File: config.mk
export PLATFORM = sky130hd
export DESIGN_NAME = fifo_rd_packer
export DESIGN_NICKNAME = d
export VERILOG_FILES = /design/src/rtl/fifo_rd_packer.sv
export SDC_FILE = /design/constraint.sdc
export NUM_CORES = 1
export LEC_CHECK = 0
export ABC_AREA = 1
export ABC_CLOCK_PERIOD_IN_PS = 1750
export CAP_MARGIN = 25
export CORE_UTILIZATION = 45
export DETAILED_ROUTE_END_ITERATION = 10
export GPL_TIMING_DRIVEN = 0
export PLACE_DENSITY_LB_ADDON = 0.08
export SKIP_CTS_REPAIR_TIMING = 1
export SYNTH_ARGS = -nofsm -noshare
export SYNTH_HDL_FRONTEND = slang
export SYNTH_SLANG_ARGS = --single-unit
File: constraint.sdc
create_clock -name clk -period 1.75 [get_ports clk]
set_input_delay 0.2625 -clock clk [delete_from_list [all_inputs] [get_ports clk]]
set_output_delay 0.2625 -clock clk [all_outputs]
set_load 0.01 [all_outputs]
File: src/rtl/fifo_rd_packer.sv
// Packs PACK_RATIO consecutive upstream FIFO words into one output beat,
// with flush support for emitting a partial beat and a sticky protocol error.
module fifo_rd_packer #(
  parameter int unsigned FIFO_WIDTH = 3,
  parameter int unsigned PACK_RATIO = 4
) (
  input  logic                                clk,
  input  logic                                rst,
  input  logic                                fifo_empty,
  output logic                                rd_en,
  input  logic                                rd_vld,
  input  logic [FIFO_WIDTH-1:0]               rd_data,
  input  logic                                flush,
  output logic                                out_vld,
  input  logic                                out_rdy,
  output logic [FIFO_WIDTH*PACK_RATIO-1:0]    out_data,
  output logic [$clog2(PACK_RATIO):0]         out_cnt,
  output logic                                flush_done,
  output logic                                err
);

  localparam int unsigned CW = $clog2(PACK_RATIO) + 1;
  localparam int unsigned DW = FIFO_WIDTH * PACK_RATIO;

  typedef enum logic [1:0] {S_FILL, S_DRAIN, S_HOLD} state_t;

  state_t          r_state, w_state_next;
  logic [CW-1:0]   r_lane_cnt, w_lane_next;
  logic            r_inflight;
  logic            r_flush_pend, w_pend_next;
  logic            r_flush_beat, w_flush_beat_next;
  logic [DW-1:0]   r_acc, w_acc_next;
  logic [DW-1:0]   r_out_data, w_out_data_next;
  logic [CW-1:0]   r_out_cnt, w_out_cnt_next;
  logic            r_out_vld, w_out_vld_next;
  logic            r_flush_done, w_flush_done_next;
  logic            r_err;
  logic            w_take;
  logic            w_rd_en;

  // Issue a read only while filling with room for the word plus any read in flight.
  always_comb begin
    w_rd_en = rst && (r_state == S_FILL) && !fifo_empty && !r_flush_pend &&
              ((r_lane_cnt + CW'(r_inflight)) < CW'(PACK_RATIO));
  end

  // Next-state, lane accumulation and output beat formation.
  always_comb begin
    w_state_next      = r_state;
    w_lane_next       = r_lane_cnt;
    w_acc_next        = r_acc;
    w_out_data_next   = r_out_data;
    w_out_cnt_next    = r_out_cnt;
    w_out_vld_next    = r_out_vld;
    w_flush_done_next = 1'b0;
    w_pend_next       = r_flush_pend | flush;
    w_flush_beat_next = r_flush_beat;
    w_take            = rd_vld & r_inflight;

    if (w_take) begin
      for (int unsigned i = 0; i < PACK_RATIO; i++) begin
        if (r_lane_cnt == CW'(i)) begin
          w_acc_next[i*FIFO_WIDTH +: FIFO_WIDTH] = rd_data;
        end
      end
      w_lane_next = r_lane_cnt + CW'(1);
    end

    case (r_state)
      S_FILL, S_DRAIN: begin
        if (w_take && (r_lane_cnt == CW'(PACK_RATIO - 1))) begin
          w_out_data_next   = w_acc_next;
          w_out_cnt_next    = CW'(PACK_RATIO);
          w_out_vld_next    = 1'b1;
          w_lane_next       = '0;
          w_acc_next        = '0;
          w_flush_beat_next = 1'b0;
          w_state_next      = S_HOLD;
        end else if (r_flush_pend && !r_inflight) begin
          if (r_lane_cnt != '0) begin
            // Unused lanes are already zero since the accumulator is cleared per beat.
            w_out_data_next   = r_acc;
            w_out_cnt_next    = r_lane_cnt;
            w_out_vld_next    = 1'b1;
            w_lane_next       = '0;
            w_acc_next        = '0;
            w_flush_beat_next = 1'b1;
            w_state_next      = S_HOLD;
          end else begin
            w_flush_done_next = 1'b1;
            w_pend_next       = 1'b0;
            w_state_next      = S_FILL;
          end
        end else if (r_flush_pend) begin
          w_state_next = S_DRAIN;
        end else begin
          w_state_next = S_FILL;
        end
      end
      S_HOLD: begin
        if (out_rdy) begin
          w_out_vld_next = 1'b0;
          if (r_flush_beat) begin
            w_flush_done_next = 1'b1;
            w_pend_next       = 1'b0;
            w_flush_beat_next = 1'b0;
            w_state_next      = S_FILL;
          end else if (r_flush_pend) begin
            w_state_next = S_DRAIN;
          end else begin
            w_state_next = S_FILL;
          end
        end
      end
      default: w_state_next = S_FILL;
    endcase
  end

  // State and datapath registers; reset drops partial word and in-flight read.
  always_ff @(posedge clk or negedge rst) begin
    if (!rst) begin
      r_state      <= S_FILL;
      r_lane_cnt   <= '0;
      r_inflight   <= 1'b0;
      r_flush_pend <= 1'b0;
      r_flush_beat <= 1'b0;
      r_acc        <= '0;
      r_out_data   <= '0;
      r_out_cnt    <= '0;
      r_out_vld    <= 1'b0;
      r_flush_done <= 1'b0;
      r_err        <= 1'b0;
    end else begin
      r_state      <= w_state_next;
      r_lane_cnt   <= w_lane_next;
      r_inflight   <= w_rd_en;
      r_flush_pend <= w_pend_next;
      r_flush_beat <= w_flush_beat_next;
      r_acc        <= w_acc_next;
      r_out_data   <= w_out_data_next;
      r_out_cnt    <= w_out_cnt_next;
      r_out_vld    <= w_out_vld_next;
      r_flush_done <= w_flush_done_next;
      r_err        <= r_err | (rd_vld & ~r_inflight);
    end
  end

  assign rd_en      = w_rd_en;
  assign out_vld    = r_out_vld;
  assign out_data   = r_out_data;
  assign out_cnt    = r_out_cnt;
  assign flush_done = r_flush_done;
  assign err        = r_err;

endmodule

# Word-level counts from Yosys, hierarchy flattened

Index checks and enable logic that the tools add are counted.
W data, S select, Z words.

Reductions and logical operators: 18
Equal/unequal tests: 8
Bitwise logic cells: 5
Muxes and demuxes: 46
Add/sub/neg operators: 2
Order comparisons: 1

Operators with widths:

| operator              | count |
|---|---|
| $mux W12              | 8 |
| $mux W3               | 12 |
| $mux W1               | 16 |
| $mux W2               | 5 |
| $pmux W1 S2           | 4 |
| $eq A3 B2 Y1 const B  | 2 |
| $logic_and A1 B1 Y1   | 6 |
| $ne A3 B3 Y1 const B  | 2 |
| $reduce_bool A2 Y1    | 3 |
| $pmux W2 S2           | 1 |
| $reduce_and A4 Y1     | 1 |
| $add A3 B1 Y3         | 1 |
| $add A3 B1 Y3 const B | 1 |
| $eq A3 B1 Y1 const B  | 1 |
| $logic_not A1 Y1      | 3 |
| $logic_not A3 Y1      | 1 |
| $lt A3 B3 Y1 const B  | 1 |
| $reduce_and A3 Y1     | 1 |
| $reduce_bool A3 Y1    | 1 |
| $and A1 B1 Y1         | 2 |
| $eq A2 B1 Y1 const B  | 1 |
| $eq A2 B2 Y1 const B  | 1 |
| $logic_not A2 Y1      | 1 |
| $ne A2 B2 Y1 const B  | 1 |
| 3 further kinds       | 4 |

Input bits: 9
Flip-flop bits (word level): 38
Output and inout bits: 19
Word-level logic and storage cells: 91

# Logic depth before layout (Yosys ltp)

Gate-level depths: netlist (run 1).

Word-level depth: 7
Gate-level depth with buffers: 9
Mapped depth without buffers: 9

# Least setup slack after synthesis (run 1)

OpenSTA, ideal clock, no wires.

Kind: register to register
From: register r_lane_cnt[0]
To: register r_out_data[10] (netlist: out_data[10])
Slack: 257 ps
Stages on the path, launching flop included: 10
Required time: 1633 ps
Buffers on the path: 1
Clock period less this slack: 1493 ps
Arrival: 1376 ps
Path through: dfrtp_1 ha_1 ha_1 nand3_1 inv_1 buf_4 nand2_1 nand2_1 nand2_1 nand2_1

Cells in the longest elaborated chain, start to end: 4
Elaborated cells between the ends (all ways): 9
Those cells by class: eq/ne (1); mux (3); reduce/logical (5)

Ends and longest elaborated chain:

| element                                        | line   | source |
|---|---|---|
| start: declaration                             | 28     | `logic [CW-1:0] r_lane_cnt, w_lane_next;` |
| start signal: assignment                       | 135    | `r_lane_cnt <= w_lane_next;` |
| $eq A3 B2 Y1                                   | 62, 71 |  |
| $mux W3 or $logic_and A1 B1 Y1 (tied branches) | 62, 71 |  |
| $mux W12 or $reduce_bool A2 Y1 (tied branches) | --     |  |
| $mux W12 or $reduce_and A3 Y1 (tied branches)  | --     |  |
| end signal: assignment                         | 140    | `r_out_data <= w_out_data_next;` |
| end: declaration                               | 33     | `logic [DW-1:0] r_out_data, w_out_data_next;` |

Several ways; a longest one is shown, not always the timed one.
A chain may end at the register's enable or synchronous reset.

# Worst setup path in the final report (run 1)

From: register r_inflight
To: output rd_en

Cells in the longest elaborated chain, start to end: 3

Ends and longest elaborated chain:

| element                  | line | source |
|---|---|---|
| start: declaration       | 29   | `logic r_inflight;` |
| start signal: assignment | 136  | `r_inflight <= w_rd_en;` |
| $add A3 B1 Y3            | 44   | `((r_lane_cnt + CW'(r_inflight)) < CW'(PACK_RATIO));` |
| $lt A3 B3 Y1             | 44   |  |
| $logic_and A1 B1 Y1      | 43   | `w_rd_en = rst && (r_state == S_FILL) && !fifo_empty && !r_flush_pend &&` |
| end: declaration         | 10   | `output logic rd_en,` |

No other way between the ends.

==> qor.txt, run 1 <==
Final Util -> 58.45%
detailed-route DRC error count -> 0
Layout Nets -> 292
Slowest cell on crit path -> dfrtp_1
# H-tree levels -> 2
Tmin final -> 1648 ps
Final Max Slew Viols -> 0
largest net degree at the start of global routing -> 40
Synth area leader -> dfrtp_1
distinct cell type count after synthesis -> 21
met1 global-route usage -> 27.63%
dpl ws -> -568.6 ps
initial DRC count -> 64
Tot GR Track Use -> 20.99%
first-pass GRT wire length -> 6734 um
die width -> 66.86 um
Req. time, crit path -> 1490 ps
IO buf count -> 27
CP cell instances -> buf_6, nand3_1, xor2_1, nor3_1, dlymetal6s2s_1
HPWL after DPL -> 2844 um
Pre-antenna DRT Iters -> 4
grt peak-use layer -> met2
Via density -> 4.757
CTS root buf -> clkbuf_8
vias in the first global route -> 1420
Rel. slew slack -> 67.56%
P&R area growth vs syn -> 24.39%
max-cap check violation count -> 0
startpoint type of the worst setup path -> register
Fin Hold WS -> -70.67 ps
top cell type's share of synthesized area -> 50.23%
Hold Path Class -> input port to asynchronous set/reset pin
setup ws final -> 102.2 ps
routed wire length -> 4139 um
synthesized area per cell -> 7.855 um2
Initial Util -> 46.99%
PwrDens -> 1427 nW/um2
endpoints failing setup -> 0
Core ar. -> 4029 um2
multi-input logic area -> 773.2 um2
grt ovf -> 0
failing checks -> hold timing
met3 Use GR -> 5.651%
Clock transition at path regs -> 80 ps
commonest non-fill, non-tap cell in the layout -> nand2_1
# diodes -> 0
syn_nets -> 255
insertion delay to the later sink of the worst-skew pair -> 290 ps
Routed WL per cell -> 12.58 um
io pins -> 28
endpoints failing hold -> 38
RSZ-0062 raised after global routing -> false
FF-to-FF Start -> r_lane_cnt[2]
setup_tns -> 0 ps
initial antenna violation count -> 0
status -> finished with violations
crit-path max FO -> 7
Die Ht -> 66.86 um
clk sinks -> 38
Lkg Pwr -> 1.183 nW
Seq/Total Area, Yosys -> 50.23%
first element of the critical path -> r_inflight
critical path data arrival time -> 1390 ps
met2 Usage GRT -> 31.69%
most frequent cells in the layout -> nand2_1, dfrtp_1, inv_1
Ys Warns -> 0
fmax -> 0.6069 GHz
row count -> 23
Final GP Congestion -> 0.7813
die area -> 4470 um2
maximum VDD drop -> 0.7290 mV
Yosys reg bits -> 38
number of fill cells in the layout -> 401
Synth Cell Area -> 1893 um2
Clock Skews -> 5.881 ps
CTS tree -> done
TritonCTS Buffers -> 5
leading post-synthesis cells by cell area -> dfrtp_1, nand2_1, a21oi_1, inv_1, nand3_1
CP Capture Type -> primary output
Crit path largest cell delay -> 340 ps
Reg area -> 952.2 um2
Synth Instances -> 241
layout cells sized above 1 -> 10.39%
Vias -> 1565
Crit Path Class -> register to primary output
fin crit share -> 94.16%
DRT antenna net count -> 0
Longest Clk Path Bufs -> 2
worst-margin pin slew -> 486.6 ps
## kinds of logic after synthesis
logic type      count (synthesis)  share of synthesized area (%)
xor+xnor                        1                         0.4627
fa+ha+maj                       5                          3.305
simple gates                  127                          28.62
flops                          38                          50.23
buf+inv                        40                          9.319
compound gates                 30                          8.064
## routing by layer
metal  part of all wire [%]  routed length, um  vias up
li1                       -                  -      818
met1                     48               1989      713
met2                     46               1888       25
met3                    4.0                165        9
met4                    2.3                 95        0
met5                      0                  0        -
## worst max-delay path: cells and delay by family, from the launching register on
kind                   cells  cell delay (ps)
XOR/XNOR                   1              150
buffers and inverters      2              320
flip-flops                 1              340
AND/OR/NAND/NOR            2              270
## layout make-up
class	count	area share, %
plain buffers	7	2.497
clock buffers	7	3.666
clock inverters	1	0.2125
inverters	33	5.260
multi-input cells	163	32.84
flip-flops and latches	38	40.44
well taps	50	2.657
repair buffers	30	12.43
## stage by stage
step	hold slack (ps)	cells	power, mW	instance area (um2)
after floorplan	-33.09	241	2.174	1893
after global placement	454.4	318	2.720	2226
after detailed placement	428.1	318	2.740	2221
after CTS	104.8	326	3.375	2312
after global routing	-37.02	329	3.623	2355
final	-70.67	329	3.360	2355
## synthesized netlist by cell type
library cell and number:
inv_1 31, nand4_4 1, ha_1 5, nand2_4 1, nor2_2 1, buf_6 2
o21ai_0 4, dfrtp_1 38, o21bai_1 1, or2_2 1, nand2_2 1, a21oi_1 25
nand3_4 1, nor3_1 1, nor2_1 13, inv_2 2, xor2_1 1, nand3_1 14
nand2_1 93, buf_2 3, buf_4 2
## worst paths after layout
path	to	slack (ps)	depth (start not counted)
hold reg to reg	out_data[9]	480	2
hold / removal	flush_done	-70	1
min in group clk	out_data[9]	480	2
max in group asynchronous	r_lane_cnt[2]	1460	1
setup / recovery	rd_en	100	5
setup reg to reg	r_acc[10]	150	7
## report_power, final
group          internal, mW  switching (mW)  total (mW)
clock network         0.318           0.315       0.633
registers              1.16           0.157        1.32
logic                 0.629           0.777        1.41
total                  2.11            1.25        3.36
## registers in the layout (all words and copies together), names as in the netlist
register and count:
flush_done 1, r_state 2, r_inflight 1, err 1, out_data 12, r_flush_pend 1, r_acc 12, out_vld 1
r_lane_cnt 3, out_cnt 3, r_flush_beat 1
No activity file was read; power rests on OpenSTA's default activity.
==> run 2, diff against run 1 <==
--- a/config.mk
+++ b/config.mk
@@ -16,3 +16,4 @@
 export SYNTH_ARGS = -nofsm -noshare
 export SYNTH_HDL_FRONTEND = slang
 export SYNTH_SLANG_ARGS = --single-unit
+export TNS_END_PERCENT = 50
==> results of run 2 <==
No change in the layout: final DEF, timing and power equal those of run 1.
==> run 3, diff against run 2 <==
--- a/config.mk
+++ b/config.mk
@@ -12,7 +12,6 @@
 export DETAILED_ROUTE_END_ITERATION = 10
 export GPL_TIMING_DRIVEN = 0
 export PLACE_DENSITY_LB_ADDON = 0.08
-export SKIP_CTS_REPAIR_TIMING = 1
 export SYNTH_ARGS = -nofsm -noshare
 export SYNTH_HDL_FRONTEND = slang
 export SYNTH_SLANG_ARGS = --single-unit
==> run 3 against run 2 <==
  * The flow still finishes with violations (hold timing)
  * Clock skew rose by 1.7 ps
  * Critical path depth unchanged
  * Worst setup slack worse by 18 ps
  * Sequential share of layout area unchanged
  * Worst hold slack worse by 1.2 ps
  * Fmax shrank 1.1%
  * Largest power group unchanged
  * Highest routed layer unchanged
==> qor.txt, run 3 (synthesized netlist as in run 1, its figures left out) <==
met3 routed WL -> 164 um (was 165 um)
worst-margin pin slew -> 490.2 ps (was 486.6 ps)
fin crit share -> 95.19% (was 94.16%)
switching power -> 1.257 mW (was 1.250 mW)
Rel. slew slack -> 67.32% (was 67.56%)
Crit path largest cell delay -> 340 ps (about the same)
row count -> 23 (unchanged)
Pre-antenna DRT Iters -> 4 (unchanged)
CP cell instances -> buf_6, nand3_1, xor2_1, nor3_2, clkdlybuf4s15_2 (was buf_6, nand3_1, xor2_1, nor3_1, dlymetal6s2s_1)
CTS root buf -> clkbuf_8 (unchanged)
Post-Layout Cell Count -> 329 (unchanged)
commonest non-fill, non-tap cell in the layout -> nand2_1 (unchanged)
maximum VDD drop -> 0.7305 mV (was 0.7290 mV)
initial antenna violation count -> 0 (unchanged)
Clock Skews -> 7.549 ps (was 5.881 ps)
Cells after DPL -> 318 (unchanged)
TritonCTS Buffers -> 5 (unchanged)
Final Util -> 58.45% (unchanged)
Longest Clk Path Bufs -> 2 (unchanged)
Pint -> 2.111 mW (was 2.110 mW)
crit-path max FO -> 7 (unchanged)
CTS tree -> done (unchanged)
initial DRC count -> 76 (was 64)
endpoints failing hold -> 38 (unchanged)
status -> finished with violations (unchanged)
critical path data arrival time -> 1400 ps (was 1390 ps)
Tmin final -> 1666 ps (was 1648 ps)
# H-tree levels -> 2 (unchanged)
max-cap check violation count -> 0 (unchanged)
Gate power share -> 41.8% (was 41.9%)
layout cells sized above 1 -> 11.11% (was 10.39%)
setup ws final -> 84.25 ps (was 102.2 ps)
Final GP Congestion -> 0.7813 (unchanged)
Hold Path Class -> input port to asynchronous set/reset pin (unchanged)
clk sinks -> 38 (unchanged)
routed wire length -> 4138 um (was 4139 um)
IO buf count -> 27 (unchanged)
wire length on met2 -> 1921 um (was 1888 um)
Fin Hold WS -> -71.86 ps (was -70.67 ps)
HPWL after DPL -> 2844 um (unchanged)
most frequent cells in the layout -> nand2_1, dfrtp_1, inv_1 (unchanged)
fmax -> 0.6003 GHz (was 0.6069 GHz)
die area -> 4470 um2 (unchanged)
failing checks -> hold timing (unchanged)
detailed-route DRC error count -> 0 (unchanged)
Initial Util -> 46.99% (unchanged)
vias in the first global route -> 1422 (was 1420)
CP Capture Type -> primary output (unchanged)
die width -> 66.86 um (unchanged)
Crit Path Class -> register to primary output (unchanged)
Reg area -> 952.2 um2 (unchanged)
sequential cell fraction of total power -> 39.3% (about the same)
grt ovf -> 0 (unchanged)
Net Sw Frac -> 37.32% (was 37.19%)
startpoint type of the worst setup path -> register (unchanged)
multi-input logic area -> 778.2 um2 (was 773.2 um2)
P&R area growth vs syn -> 24.39% (unchanged)
Tot GR Track Use -> 21.02% (was 20.99%)
Clock transition at path regs -> 80 ps (about the same)
number of fill cells in the layout -> 400 (was 401)
# diodes -> 0 (unchanged)
worst reg-to-reg path cell count -> 8 (was 7)
io pins -> 28 (unchanged)
Lkg Pwr -> 1.165 nW (was 1.183 nW)
endpoints failing setup -> 0 (unchanged)
Layout Nets -> 292 (unchanged)
DR top layer -> met4 (unchanged)
Die Ht -> 66.86 um (unchanged)
M1 wire length -> 1979 um (was 1989 um)
Req. time, crit path -> 1490 ps (about the same)
Clock Power Share -> 18.9% (was 18.8%)
Slowest cell on crit path -> dfrtp_1 (unchanged)
RSZ-0062 raised after global routing -> false (unchanged)
PwrDens -> 1430 nW/um2 (was 1427 nW/um2)
largest net degree at the start of global routing -> 40 (unchanged)
Final Max Slew Viols -> 0 (unchanged)
Via density -> 4.790 (was 4.757)
Routed WL per cell -> 12.58 um (about the same)
insertion delay to the later sink of the worst-skew pair -> 300 ps (was 290 ps)
Core ar. -> 4029 um2 (unchanged)
dpl ws -> -568.6 ps (unchanged)
first-pass GRT wire length -> 6748 um (was 6734 um)
Vias -> 1576 (was 1565)
DRT antenna net count -> 0 (unchanged)
## run 3: changes by cell type in the layout (fill, tap and decap cells not counted)
cell | previous run | this run
buf_6 | 3 | 2
nor3_1 | 1 | 0
buf_4 | 6 | 7
nor3_2 | 0 | 1
dlymetal6s2s_1 | 1 | 0
clkdlybuf4s15_2 | 0 | 1
## run 3: worst max-delay path: cells and delay by family (launching register included)
kind | cells | cell delay, ps
xor gates and xnor gates | 1 | 160
buffers and inverters | 2 | 380
DFF | 1 | 340
and+or+nand+nor | 2 | 220
## run 3: cell type report
| cell class | instances | area share (%) |
|---|---|---|
| Buffer | 7 | 2.338 |
| Clock buffer | 7 | 3.666 |
| Clock inverter | 1 | 0.2125 |
| Inverter | 33 | 5.260 |
| Multi-Input combinational cell | 163 | 33.05 |
| Sequential cell | 38 | 40.44 |
| Tap cell | 50 | 2.657 |
| Timing Repair Buffer | 30 | 12.38 |
## run 3: path summary, 6_finish.rpt
check | slack [ps] | from | endpoint
max in group asynchronous | 1460 | rst | r_lane_cnt[2]
min reg2reg | 480 | out_data[9] | out_data[9]
max reg2reg | 160 | r_lane_cnt[2] | out_data[1]
min in group clk | 480 | out_data[9] | out_data[9]
max | 80 | r_inflight | rd_en
min | -70 | rst | flush_done
## run 3: metal layers
layer / GRT usage [%] / vias up
met4: 9.840 / 0
met1: 27.63 / 721
met2: 31.82 / 28
met3: 5.651 / 7
li1: - / 820
met5: 0 / -
## run 3: timing repair
item | 4_1_cts | 5_1_grt
buffers inserted | 0 | 3
endpoints found under the hold margin | 38 | 38
resized for setup | 5 | 5
endpoints found under the setup margin | 1 | 20
pin swaps | 0 | 1
## run 3: power groups by stage
| stage | Sequential (mW) | Clock [mW] | Combinational, mW |
|---|---|---|---|
| final | 1.32 | 0.638 | 1.41 |
| after global routing | 1.36 | 0.678 | 1.59 |
| after CTS | 1.32 | 0.645 | 1.41 |
| after detailed placement | 1.34 | 0 | 1.40 |
| after floorplan | 1.40 | 0 | 0.778 |
| after global placement | 1.33 | 0 | 1.39 |
## run 3: through the flow
stage                     cell area [um2]  setup TNS [ps]  hold WS, ps  power (mW)
after floorplan                      1893               0       -33.09       2.174
after global placement               2226          -24030        454.4       2.720
after detailed placement             2221           -1040        428.1       2.740
after CTS                            2317               0       -56.89       3.375
after global routing                 2355               0       -37.02       3.626
final                                2355               0       -71.86       3.368
